<file path="src/rtl/sum_accumulator.sv">
// ---------------------------------------------------------------------------
// sum_accumulator
//
// Reassembles NUM_PARTIALS consecutive partial sums from the vector summation
// stage into one full dot-product result. Each completed result is presented
// to the output writer through a valid/ready handshake.
//
// Ports:
//   Clock        - single clock, rising edge
//   Resetn       - synchronous active-low reset
//   sum          - unsigned partial sum (W_s bits), qualified by readEn
//   readEn       - single-cycle strobe, sum is valid this cycle
//   clear        - synchronous abort of the in-progress accumulation
//   inReady      - block would accept a strobe this cycle (monitoring only)
//   result       - completed accumulation (W_acc bits), registered
//   resultValid  - result is valid, held until resultReady is seen
//   resultReady  - downstream accepts result
//   dropped      - sticky flag, a strobe arrived while inReady was low
// ---------------------------------------------------------------------------
module sum_accumulator #(
    parameter int W_s          = 9,
    parameter int NUM_PARTIALS = 4,
    parameter int W_acc        = 11
) (
    input  logic             Clock,
    input  logic             Resetn,
    input  logic [W_s-1:0]   sum,
    input  logic             readEn,
    input  logic             clear,
    output logic             inReady,
    output logic [W_acc-1:0] result,
    output logic             resultValid,
    input  logic             resultReady,
    output logic             dropped
);

    localparam int CW = (NUM_PARTIALS > 1) ? $clog2(NUM_PARTIALS) : 1;
    localparam logic [CW-1:0] LAST_COUNT = CW'(NUM_PARTIALS - 1);

    typedef enum logic {
        ACCUM,
        HOLD
    } state_t;

    state_t           state;
    state_t           state_next;
    logic [W_acc-1:0] acc;
    logic [W_acc-1:0] acc_next;
    logic [CW-1:0]    count;
    logic [CW-1:0]    count_next;
    logic [W_acc-1:0] result_next;
    logic             valid_next;
    logic             dropped_next;
    logic [W_acc-1:0] sum_ext;

    // Partial sums are unsigned, so widening is plain zero extension.
    assign sum_ext = W_acc'(sum);

    // While accumulating every strobe is taken; while a result is held a
    // strobe is only usable in the same cycle the downstream takes the result.
    assign inReady = (state == ACCUM) ? 1'b1 : resultReady;

    // Next-state and datapath decisions. Everything defaults to holding its
    // value, so idle cycles leave acc and count untouched. clear wins over
    // readEn and zeroes the partial work, but a result already held in HOLD
    // is left alone so it is still delivered. In HOLD, a strobe coinciding
    // with the handshake restarts accumulation with that sample rather than
    // losing it; with a single partial per result it becomes the next result
    // directly. A strobe with no handshake in HOLD is discarded and flagged.
    always_comb begin
        state_next   = state;
        acc_next     = acc;
        count_next   = count;
        result_next  = result;
        valid_next   = resultValid;
        dropped_next = dropped;

        case (state)
            ACCUM: begin
                if (clear) begin
                    acc_next   = '0;
                    count_next = '0;
                end else if (readEn) begin
                    if (count == LAST_COUNT) begin
                        result_next = acc + sum_ext;
                        acc_next    = '0;
                        count_next  = '0;
                        valid_next  = 1'b1;
                        state_next  = HOLD;
                    end else begin
                        acc_next   = acc + sum_ext;
                        count_next = count + CW'(1);
                    end
                end
            end

            HOLD: begin
                if (resultReady) begin
                    valid_next = 1'b0;
                    state_next = ACCUM;
                    if (clear) begin
                        acc_next   = '0;
                        count_next = '0;
                    end else if (readEn) begin
                        if (NUM_PARTIALS == 1) begin
                            result_next = sum_ext;
                            valid_next  = 1'b1;
                            state_next  = HOLD;
                        end else begin
                            acc_next   = sum_ext;
                            count_next = CW'(1);
                        end
                    end
                end else begin
                    if (clear) begin
                        acc_next   = '0;
                        count_next = '0;
                    end else if (readEn) begin
                        dropped_next = 1'b1;
                    end
                end
            end

            default: begin
                state_next = ACCUM;
                acc_next   = '0;
                count_next = '0;
            end
        endcase
    end

    // State and datapath registers. Reset is synchronous and discards any
    // partial accumulation along with the held result and the sticky flag.
    always_ff @(posedge Clock) begin
        if (!Resetn) begin
            state       <= ACCUM;
            acc         <= '0;
            count       <= '0;
            result      <= '0;
            resultValid <= 1'b0;
            dropped     <= 1'b0;
        end else begin
            state       <= state_next;
            acc         <= acc_next;
            count       <= count_next;
            result      <= result_next;
            resultValid <= valid_next;
            dropped     <= dropped_next;
        end
    end

endmodule

</file>
<file path="config.mk">
export PLATFORM = sky130hd
export DESIGN_NAME = sum_accumulator
export DESIGN_NICKNAME = d
export VERILOG_FILES = /design/src/rtl/sum_accumulator.sv
export SDC_FILE = /design/constraint.sdc
export NUM_CORES = 1
export LEC_CHECK = 0
export ABC_AREA = 1
export BUFFER_PORTS_ARGS = -buffer_cell sky130_fd_sc_hd__buf_4
export CORE_AREA = 5 5 67 69
export CTS_BUF_LIST = sky130_fd_sc_hd__clkbuf_2
export DETAILED_ROUTE_END_ITERATION = 16
export DIE_AREA = 0 0 72 74
export GPL_ROUTABILITY_DRIVEN = 0
export GPL_TIMING_DRIVEN = 0
export PLACE_DENSITY_LB_ADDON = 0.08
export SLEW_MARGIN = 10
export SYNTH_ARGS = -nofsm -noshare
export SYNTH_HDL_FRONTEND = slang
export SYNTH_SLANG_ARGS = --single-unit
</file>
<file path="constraint.sdc">
create_clock -name Clock -period 2.2 [get_ports Clock]
set_input_delay 0 -clock Clock [delete_from_list [all_inputs] [get_ports Clock]]
set_output_delay 0 -clock Clock [all_outputs]
set_load 0.005 [all_outputs]
</file>
# Word-level counts from Yosys, hierarchy flattened
# Cells that the tools add are included.
[op_classes]
muxes = 27
bitwise_logic = 3
eq_ne = 8
reduce_logical = 4
add_sub_neg = 2
[op_table]
columns = ["cell", "count"]
rows = [
  ["two-way mux 11 bit", 7],
  ["case mux 11 bit (2 select lines)", 1],
  ["two-way mux 2 bit", 7],
  ["AND reduction 4 bit", 3],
  ["adder 11 x 9 -> 11 bit", 1],
  ["two-way mux 1 bit", 9],
  ["inequality test 3 bit (second input constant)", 3],
  ["inequality test 2 bit (second input constant)", 3],
  ["case mux 1 bit (2 select lines)", 2],
  ["case mux 2 bit (2 select lines)", 1],
  ["NOT 1 bit", 3],
  ["AND reduction 3 bit", 1],
  ["adder 2 x 1 -> 2 bit (second input constant)", 1],
  ["equality test 2 bit (second input constant)", 1],
  ["inequality test 2 x 1 -> 1 bit (second input constant)", 1],
]
[totals]
ff_bits = 27
inputBits = 14
out_inout_bits = 14
word_cells = 50

# Longest topological paths before layout
# Gate-level depths: netlist of the first run.
[depth]
depth_word = 5
ltp_mapped = 12
mapped_depth_nobuf = 12

# Least setup slack after synthesis of the first run
# Ideal clock, no wire load.
[synth_path]
path_type = "register to register"
startpoint = "register acc[0]"
endpoint = "register acc[6]"
path_slack_ps = 588
arrival_time_ps = 1497
n_path_buf = 0
t_required_ps = 2085
stages_incl_launch_ff = 10
synth_period_minus_slack_ps = 1612
path_cell_list = "dfxtp_1 > ha_1 > fa_1 > nand2_1 > nand3_1 > nand3_1 > nand2_1 > nand2_1 > a21boi_2 > o21a_1"
[synth_via]
elab_chain_cells = 5
[synth_rtl]
columns = ["item", "line", "source"]
rows = [
  ["start, declared", "47", "logic [W_acc-1:0] acc;"],
  ["start signal, assigned", "144", "acc <= acc_next;"],
  ["adder 11 x 9 -> 11 bit", "91", "acc_next = acc + sum_ext;"],
  ["two-way mux 11 bit", "84", "if (count == LAST_COUNT) begin"],
  ["two-way mux 11 bit", "83", "end else if (readEn) begin"],
  ["two-way mux 11 bit", "80", "if (clear) begin"],
  ["case mux 11 bit (2 select lines)", "78", "case (state)"],
]
# No other way between the ends. The select of a mux whose other input is x is not followed.
# A chain may end at the register's enable or synchronous reset.

# Worst setup path in the final report of the first run
[layout_path]
startpoint = "register acc[2]"
endpoint = "register acc[3]"
# Same word-level chain as after synthesis.

==> results of run 1 <==
[state kept, by name, summed over array words and instances, names as in the netlist]
name	count
acc	11
dropped	1
result	11
state	1
resultValid	1
count	2
[repair_timing]
item,CTS,global route
resized for setup,0,2
setup endpoints to repair,0,1
hold buffers,13,0
setup buffers,0,1
endpoints found under the hold margin,16,0
[Yosys cell counts (2+ instances only)]
| cell | number | area share |
|---|---|---|
| dfxtp_1 | 27 | 0.33 |
| o21ai_0 | 12 | 0.036 |
| nand3_1 | 19 | 0.058 |
| ha_1 | 10 | 0.076 |
| o211ai_1 | 2 | 0.0091 |
| inv_2 | 2 | 0.0045 |
| xnor2_1 | 2 | 0.011 |
| a31oi_1 | 5 | 0.019 |
| inv_1 | 30 | 0.068 |
| nand3b_1 | 2 | 0.0091 |
| nor2_2 | 2 | 0.0076 |
| nand2_1 | 73 | 0.17 |
| a21oi_1 | 12 | 0.036 |
| nand4_1 | 3 | 0.011 |
| a21o_1 | 2 | 0.0091 |
| nor2_1 | 25 | 0.057 |
| buf_2 | 2 | 0.0061 |
[worst paths after layout]
kind | to | depth (start not counted)
max | acc[3] | 7
min | acc[5] | 7
max reg2reg | acc[3] | 7
min reg2reg | dropped | 2
[through the flow]
stage / cells / area [um^2] / setup slack (ps) / hold slack, ps
2_1_floorplan: 245 / 1650 / 588 / 138
3_3_place_gp: 322 / 1920 / 444 / 291
3_5_place_dp: 322 / 1920 / 444 / 301
4_1_cts: 339 / 2070 / 92.1 / 249
5_1_grt: 340 / 2090 / 5.32 / 347
6_report: 340 / 2090 / 230 / 301
[area by class of cell]
| cell class | instances | area [um^2] | share of cell area |
|---|---|---|---|
| Inverter | 32 | 120 | 0.0575 |
| Timing Repair Buffer | 41 | 340 | 0.163 |
| Clock buffer | 3 | 15.0 | 0.00719 |
| Tap cell | 50 | 62.6 | 0.0300 |
| Clock inverter | 1 | 5.00 | 0.00240 |
| Buffer | 4 | 25.0 | 0.0120 |
| Sequential cell | 27 | 541 | 0.259 |
| Multi-Input combinational cell | 182 | 980 | 0.469 |
[metal layers]
| metal | vias to the layer above | wire length, um | track usage |
|---|---|---|---|
| met4 | 0 | 52 | 0.0376 |
| met5 | - | 0 | 0 |
| met3 | 4 | 225 | 0.0311 |
| met1 | 754 | 1880 | 0.211 |
| li1 | 879 | - | - |
| met2 | 41 | 2020 | 0.287 |
[where the power goes]
group          internal (mW)  switching (mW)  leakage [nW]
clock                 0.0412           0.158        0.0164
combinational          0.106           0.136         0.848
sequential             0.505         0.00825         0.219
total                  0.652           0.302          1.08
[worst max-delay path: stages, from the launching register on]
cell and delay, ps:
dfxtp_1 380, ha_1 350, nand2_1 140, nand3_2 150, xor2_2 200, nand2_1 70
a31oi_1 110, dlygate4sd3_1 550
[cell usage in the layout (no fill, tap or decap), types with 3 or more instances in the layout]
cell type | synthesis | layout
dlygate4sd3_1 | 0 | 13
clkbuf_2 | 0 | 3
a21oi_1 | 12 | 12
inv_1 | 30 | 30
o21ai_0 | 12 | 12
dfxtp_1 | 27 | 27
nand4_1 | 3 | 3
nand2_1 | 73 | 73
buf_4 | 0 | 28
a31oi_1 | 5 | 5
ha_1 | 10 | 10
nand3_1 | 19 | 18
nor2_1 | 25 | 25
[cells by family (layout without fill, tap and decap cells)]
| logic type | Yosys count | in the layout | synth area share |
|---|---|---|---|
| buf+inv | 36 | 81 | 0.0878 |
| compound gates | 39 | 39 | 0.142 |
| flops | 27 | 27 | 0.327 |
| simple gates | 129 | 129 | 0.339 |
| fa+ha+maj | 11 | 11 | 0.0878 |
| xor+xnor | 3 | 3 | 0.0159 |
==> flow_summary.yaml, run 1 <==
run_status:
  status: "completed"
yosys:
  synthArstFlopShare: 0
  synthesis.nets: 270
  synth_edf_count: 0
  netlist_instances: 245
  netlist_area_um2: 1650
  synthDistinctLibCells: 32
  ys_seq_area_frac: 0.327
  avgSynthCellArea_um2: 6.75
  ys.flop_type: "dfxtp_1"
  ys_ff_latch: 27
  yosys_warnings: 0
setup_path:
  cp_data_required_time_ps: 2540
  r2r_start: "acc[2]"
  cp-startpoint: "acc[2]"
  start_kind: "register"
  cp_max_fo: 6
  crit_type: "register to register"
  critPathArrivalTime_ps: 2310
  reg2reg_slack_ps: 230
  cp-end-kind: "register"
floorplanning:
  start_util: 0.429
  num_io_pins: 28
  core_area_um2: 3860
  dieWidth_um: 72
  die_y_um: 74
  die_area_um2: 5330
  num_rows: 23
place:
  io_buffer_count: 27
  hpwlAfterDp_mm: 3.15
min_path:
  min_from: "sum[3]"
  hp-class: "primary input to register"
clocking:
  cts.clk_slew.worst_paths_ps: 270
  tritoncts.num_buffers: 3
  insertion_delay_ps: 370
  cts_max_level: 1
  cts_sinks: 27
  cts_root_buf: "clkbuf_2"
  cts_tree: "yes"
  cts_buffer_depth: 2
sta:
  fmax_mhz: 507
  setup_violations: 0
  min_period_over_period: 0.896
  tightest_slew_ps: 567
  report.final.slew_viol_count: 0
  fin_tns_setup_ps: 0
  clock_skew_ps: 2.52
  period_minus_slack_ps: 1970
  hold_viol_final: 0
  grt_setup_unrepaired: "no"
  slew_headroom: 0.622
global_routing:
  grt_pass1_vias: 1554
  overflow: 0
  grt_usage: 0.164
  grt_pass1_wl_mm: 6.93
  grt_start_max_net_pins: 16
  antenna_found_initial: 0
routing:
  antenna_left: 0
  first_pass_iters: 4
  drc_errors: 0
  routed_wl_mm: 4.18
  viasPerCell: 4.94
  vias: 1678
  wl_per_cell_um: 12.3
  drtIter0Drc: 136
final_layout:
  fillers: 395
  antenna_cells: 0
  nNetsFinal: 316
  drive_above_1_share: 0.162
  area.growth.synth_to_final_pct: 26.3
  postLayoutCoreUtil: 0.542
pwr:
  peakVddDrop_mv: 0.323
  power.static_leakage_nw: 1.08
  cellPowerDensity_nw_per_um2: 457
  power.total_uw: 955
run:
  drv_cap: 0
(Power assumes the default switching activity.)
==> inputs of run 2 (changes only) <==
--- a/config.mk
+++ b/config.mk
@@ -7,10 +7,10 @@
 export LEC_CHECK = 0
 export ABC_AREA = 1
 export BUFFER_PORTS_ARGS = -buffer_cell sky130_fd_sc_hd__buf_4
-export CORE_AREA = 5 5 67 69
+export CORE_AREA = 5 5 76 61
 export CTS_BUF_LIST = sky130_fd_sc_hd__clkbuf_2
 export DETAILED_ROUTE_END_ITERATION = 16
-export DIE_AREA = 0 0 72 74
+export DIE_AREA = 0 0 81 66
 export GPL_ROUTABILITY_DRIVEN = 0
 export GPL_TIMING_DRIVEN = 0
 export PLACE_DENSITY_LB_ADDON = 0.08
==> flow_summary.yaml, run 2 (synthesis gave the netlist of run 1 again) <==
routing:
  first_pass_iters: 4
  antenna_left: 0
  viasPerCell: 4.88
  vias: 1684
  drtIter0Drc: 113
  wl_per_cell_um: 12.6
  drc_errors: 0
  routed_wl_mm: 4.35
setup_path:
  r2r_start: "acc[2]"
  cp_max_fo: 6
  cp_data_required_time_ps: 2540
  max_stage_delay_ps: 550
  r2r_end: "acc[7]"
  critPathSlowestCell: "dlygate4sd3_1"
  crit_buf_inv: 1
  critPathMostFrequentCell: "nand2_1"
  crit_type: "register to register"
  crit_family: "simple AND/OR/NAND/NOR gates"
  cp-end-kind: "register"
  crit_chain: "ha_1 > nand2_1 > nand3_2 > nand2_1 > nand2_1 > nand2_1 > nand3_1 > a21oi_1 > dlygate4sd3_1"
  start_kind: "register"
  critPathArrivalTime_ps: 2330
  r2r.worst_path.cells: 9
  reg2reg_slack_ps: 210
global_routing:
  grt_pass1_vias: 1526
  grt_start_max_net_pins: 15
  overflow: 0
  grt_usage: 0.168
  grt_pass1_wl_mm: 6.94
  antenna_found_initial: 0
clocking:
  cts_buffer_depth: 2
  cts_sinks: 27
  cts_max_level: 1
  cts.clk_slew.worst_paths_ps: 260
  cts_root_buf: "clkbuf_2"
  insertion_delay_ps: 370
  cts_tree: "yes"
  tritoncts.num_buffers: 3
min_path:
  hp-class: "primary input to register"
  min_from: "readEn"
  hold_end: "acc[9]"
  whs_path_depth: 5
final_layout:
  antenna_cells: 0
  reg.largest.list: "acc (11), result (11), count (2)"
  nNetsFinal: 316
  postLayoutCoreUtil: 0.546
  drive_above_1_share: 0.169
  final_common_cell: "nand2_1"
  area.growth.synth_to_final_pct: 27.3
  layout_common_cells: "nand2_1, inv_1, buf_4"
  design_area_um2: 2100
sta:
  fin_tns_setup_ps: 0
  slew_headroom: 0.613
  clock_skew_ps: 12.1
  grt_setup_unrepaired: "no"
  fmax_mhz: 502
  period_minus_slack_ps: 1990
  setup_violations: 0
  min_period_over_period: 0.905
  report.final.slew_viol_count: 0
  hold_viol_final: 0
  setup_ws_ps: 209
  tightest_slew_ps: 581
place:
  pre_cts_slack_ps: 398
  placed_area_um2: 1920
  io_buffer_count: 27
  hpwlAfterDp_mm: 3.12
pwr:
  peakVddDrop_mv: 0.312
  comb_power_share: 0.252
  power_frac_seq: 0.538
  p_clk_frac: 0.210
  swShare: 0.314
  power.static_leakage_nw: 1.08
  intPower_uw: 656
  switchingPower_uw: 300
  cellPowerDensity_nw_per_um2: 454
  power.total_uw: 955
run:
  drv_cap: 0
floorplanning:
  num_io_pins: 28
  dieWidth_um: 81
  start_util: 0.429
  die_area_um2: 5350
  die_y_um: 66
  num_rows: 20
  core_area_um2: 3850
run_status:
  status: "completed"
run 2: worst max path at each step:
stage / start / end / slack [ps] / depth (start not counted)
floorplan: acc[0] / acc[6] / 590 / 9
global placement: acc[0] / result[6] / 400 / 10
detailed placement: acc[0] / result[6] / 400 / 10
CTS: acc[4] / acc[7] / 110 / 9
global route: acc[5] / acc[7] / 40 / 9
finish: acc[2] / acc[7] / 210 / 9
run 2: cell type report:
type | count | area [um^2]
buffer | 4 | 25.0
clock buffer | 4 | 20.0
fill | 395 | 1750
inverter | 32 | 120
multi-input combinational | 182 | 988
sequential | 27 | 542
tap | 55 | 68.8
timing repair buffer | 41 | 340
run 2: power by group through the flow:
stage / clock [mW] / sequential (mW) / combinational, mW
2_1_floorplan: 0 / 0.520 / 0.147
3_3_place_gp: 0 / 0.522 / 0.210
3_5_place_dp: 0 / 0.522 / 0.210
4_1_cts: 0.212 / 0.514 / 0.229
5_1_grt: 0.230 / 0.516 / 0.269
6_report: 0.201 / 0.514 / 0.240
run 2: layer usage:
layer  wire, um  global-route usage  up-vias
li1           -                   -      880
met1       2190               0.227      752
met2       1880               0.274       48
met3        243              0.0368        4
met4         45              0.0359        0
met5          0                   0        -
run 2: worst min-delay path: cells and delay by family:
kind | cells | cell delay, ps
simple gates | 3 | 220
compound gates | 1 | 50
buf+inv | 1 | 130
run 2: repair_timing:
item / CTS / global route
setup endpoints to repair: 0 / 1
hold endpoints to repair: 17 / 0
resized for setup: 0 / 4
buffers inserted: 0 / 1
hold buffers: 13 / 0
run 2: stage by stage:
step                      instances  hold WS, ps
after global placement          327          296
after floorplan                 245          138
after CTS                       344         26.7
after global routing            345         16.4
final                           345         46.3
after detailed placement        327          298
==> inputs of run 3 (changes only) <==
--- a/config.mk
+++ b/config.mk
@@ -5,12 +5,11 @@
 export SDC_FILE = /design/constraint.sdc
 export NUM_CORES = 1
 export LEC_CHECK = 0
-export ABC_AREA = 1
 export BUFFER_PORTS_ARGS = -buffer_cell sky130_fd_sc_hd__buf_4
-export CORE_AREA = 5 5 76 61
+export CORE_AREA = 5 5 74 59
 export CTS_BUF_LIST = sky130_fd_sc_hd__clkbuf_2
 export DETAILED_ROUTE_END_ITERATION = 16
-export DIE_AREA = 0 0 81 66
+export DIE_AREA = 0 0 79 64
 export GPL_ROUTABILITY_DRIVEN = 0
 export GPL_TIMING_DRIVEN = 0
 export PLACE_DENSITY_LB_ADDON = 0.08
==> flow_summary.yaml, run 3 <==
run_status:
  status: "completed"
yosys:
  synth.most_common_cell: "dfxtp_1"
  avgSynthCellArea_um2: 8.25
  synthesis.nets: 213
  netlist_instances: 188
  synth_common_cells: "dfxtp_1, nand2_1, a21oi_1"
  netlist_area_um2: 1550
  synthDistinctLibCells: 45
  yosysTopAreaCell: "dfxtp_1"
  ys_seq_area_frac: 0.349
  ys_ff_latch: 27
  ys.flop_type: "dfxtp_1"
  synth.top_cell.area_share: 0.349
  synth_area_leaders: "dfxtp_1, ha_1, a21oi_1"
  synthArstFlopShare: 0
  yosys_warnings: 0
  synth_edf_count: 0
floorplanning:
  num_io_pins: 28
  core_area_um2: 3540
  dieWidth_um: 79
  start_util: 0.438
  num_rows: 19
  die_y_um: 64
  die_area_um2: 5060
routing:
  drc_errors: 0
  first_pass_iters: 5
  drtIter0Drc: 153
  routed_wl_mm: 4.28
  vias: 1539
  wl_per_cell_um: 15.9
  antenna_left: 0
  viasPerCell: 5.70
global_routing:
  grt_pass1_vias: 1556
  grt_pass1_wl_mm: 7.25
  overflow: 0
  antenna_found_initial: 0
  grt_usage: 0.180
  grt_start_max_net_pins: 15
setup_path:
  crit_family: "compound AO/OA/AOI/OAI gates"
  start_kind: "register"
  cp-end-kind: "register"
  crit_type: "register to register"
  max_stage_delay_ps: 420
  crit_chain: "ha_1 > fa_1 > a21oi_1 > o211ai_1 > a41o_1 > a211o_1"
  r2r.worst_path.cells: 6
  r2r_start: "acc[0]"
  cp_max_fo: 5
  r2r_end: "result[10]"
  cp.depth: 6
  reg2reg_slack_ps: 120
  cp_data_required_time_ps: 2530
  critPathSlowestCell: "fa_1"
  critPathArrivalTime_ps: 2410
  crit_buf_inv: 0
clocking:
  cts_buffer_depth: 2
  tritoncts.num_buffers: 3
  cts_max_level: 1
  insertion_delay_ps: 390
  cts.clk_slew.worst_paths_ps: 280
  cts_root_buf: "clkbuf_2"
  cts_tree: "yes"
  cts_sinks: 27
sta:
  setup_ws_ps: 120
  hold_slack_ps: 5.88
  min_period_over_period: 0.945
  clock_skew_ps: 28.3
  fmax_mhz: 481
  fin_tns_setup_ps: 0
  report.final.slew_viol_count: 0
  tightest_slew_ps: 710
  setup_violations: 0
  slew_headroom: 0.524
  hold_viol_final: 0
  period_minus_slack_ps: 2080
final_layout:
  antenna_cells: 0
  design_area_um2: 1920
  drive_above_1_share: 0.167
  area.growth.synth_to_final_pct: 23.6
  nNetsFinal: 254
  reg.largest.list: "acc (11), result (11), count (2)"
  layout_common_cells: "dfxtp_1, buf_4, nand2_1"
min_path:
  hp-class: "primary input to register"
  hold_end: "result[6]"
  whs_path_depth: 3
  min_from: "Resetn"
place:
  pre_cts_slack_ps: 68.7
  placed_area_um2: 1790
  io_buffer_count: 25
  hpwlAfterDp_mm: 3.25
pwr:
  power.static_leakage_nw: 0.803
  p_clk_frac: 0.219
  power_frac_seq: 0.549
  swShare: 0.306
  intPower_uw: 646
  peakVddDrop_mv: 0.263
  cellPowerDensity_nw_per_um2: 486
  comb_power_share: 0.232
  switchingPower_uw: 285
run:
  drv_cap: 0
-- run 3: cell count changes in the layout (fill, tap and decap cells not counted), sizes merged, moves of 6 or more --
cell | before | now
nand2 | 74 | 20
inv | 32 | 2
nor2 | 28 | 13
nand3 | 19 | 9
nor3 | 1 | 9
a22oi | 0 | 6
-- run 3: final cells by class --
| type | instances | area (um^2) |
|---|---|---|
| Clock buffer | 4 | 20.0 |
| Multi-Input combinational cell | 149 | 953 |
| Timing Repair Buffer | 36 | 293 |
| Sequential cell | 27 | 541 |
| Fill cell | 328 | 1630 |
| Tap cell | 42 | 52.6 |
| Buffer | 10 | 48.8 |
| Inverter | 2 | 7.51 |
-- run 3: worst max-delay path by stage --
stage	end	slack, ps	start
finish	result[10]	120	acc[0]
global route	acc[10]	-8	acc[0]
CTS	result[10]	40	acc[0]
detailed placement	result[10]	70	acc[0]
global placement	result[10]	110	acc[0]
floorplan	result[10]	280	acc[0]
-- run 3: power by group through the flow --
| stage | Combinational [mW] | Clock, mW | Sequential (mW) |
|---|---|---|---|
| after floorplan | 0.137 | 0 | 0.518 |
| after global placement | 0.189 | 0 | 0.519 |
| after detailed placement | 0.196 | 0 | 0.520 |
| after CTS | 0.209 | 0.207 | 0.511 |
| after global routing | 0.241 | 0.230 | 0.514 |
| final | 0.216 | 0.203 | 0.512 |
-- run 3: kinds of logic (layout without fill, tap and decap cells) --
logic type                 Yosys count  count (layout)  share of synthesized area
DFF                                 27              27                      0.349
adders and majority gates           11              11                     0.0936
buffers and inverters               12              52                     0.0363
and+or+nand+nor                     70              70                      0.225
muxes                                2               2                     0.0129
xor gates and xnor gates             5               5                     0.0282
AOI/OAI and AO/OA                   61              61                      0.255
-- run 3: metrics by stage --
stage	std cells	utilization	power (mW)
global placement	255	0.505	0.708
floorplan	188	-	0.655
finish	270	0.541	0.931
global route	270	0.541	0.985
detailed placement	255	0.505	0.716
CTS	268	0.537	0.927
-- run 3: routing by layer --
layer  track usage  vias up  share of wire
li1              -      776              -
met1         0.233      696           0.46
met2         0.286       55           0.45
met3        0.0435       12          0.067
met4        0.0751        0          0.022
met5             0        -              0
-- run 3: worst min-delay path, stage by stage --
cell and delay [ps]:
clkbuf_1 200, nand2_1 130, o21ai_0 70
-- run 3: repair_timing --
action                                  in CTS  in global routing
gates resized for setup                      0                  3
setup buffers                                0                  2
endpoints found under the setup margin       0                  4
hold buffers                                 9                  0
endpoints found under the hold margin       12                  0
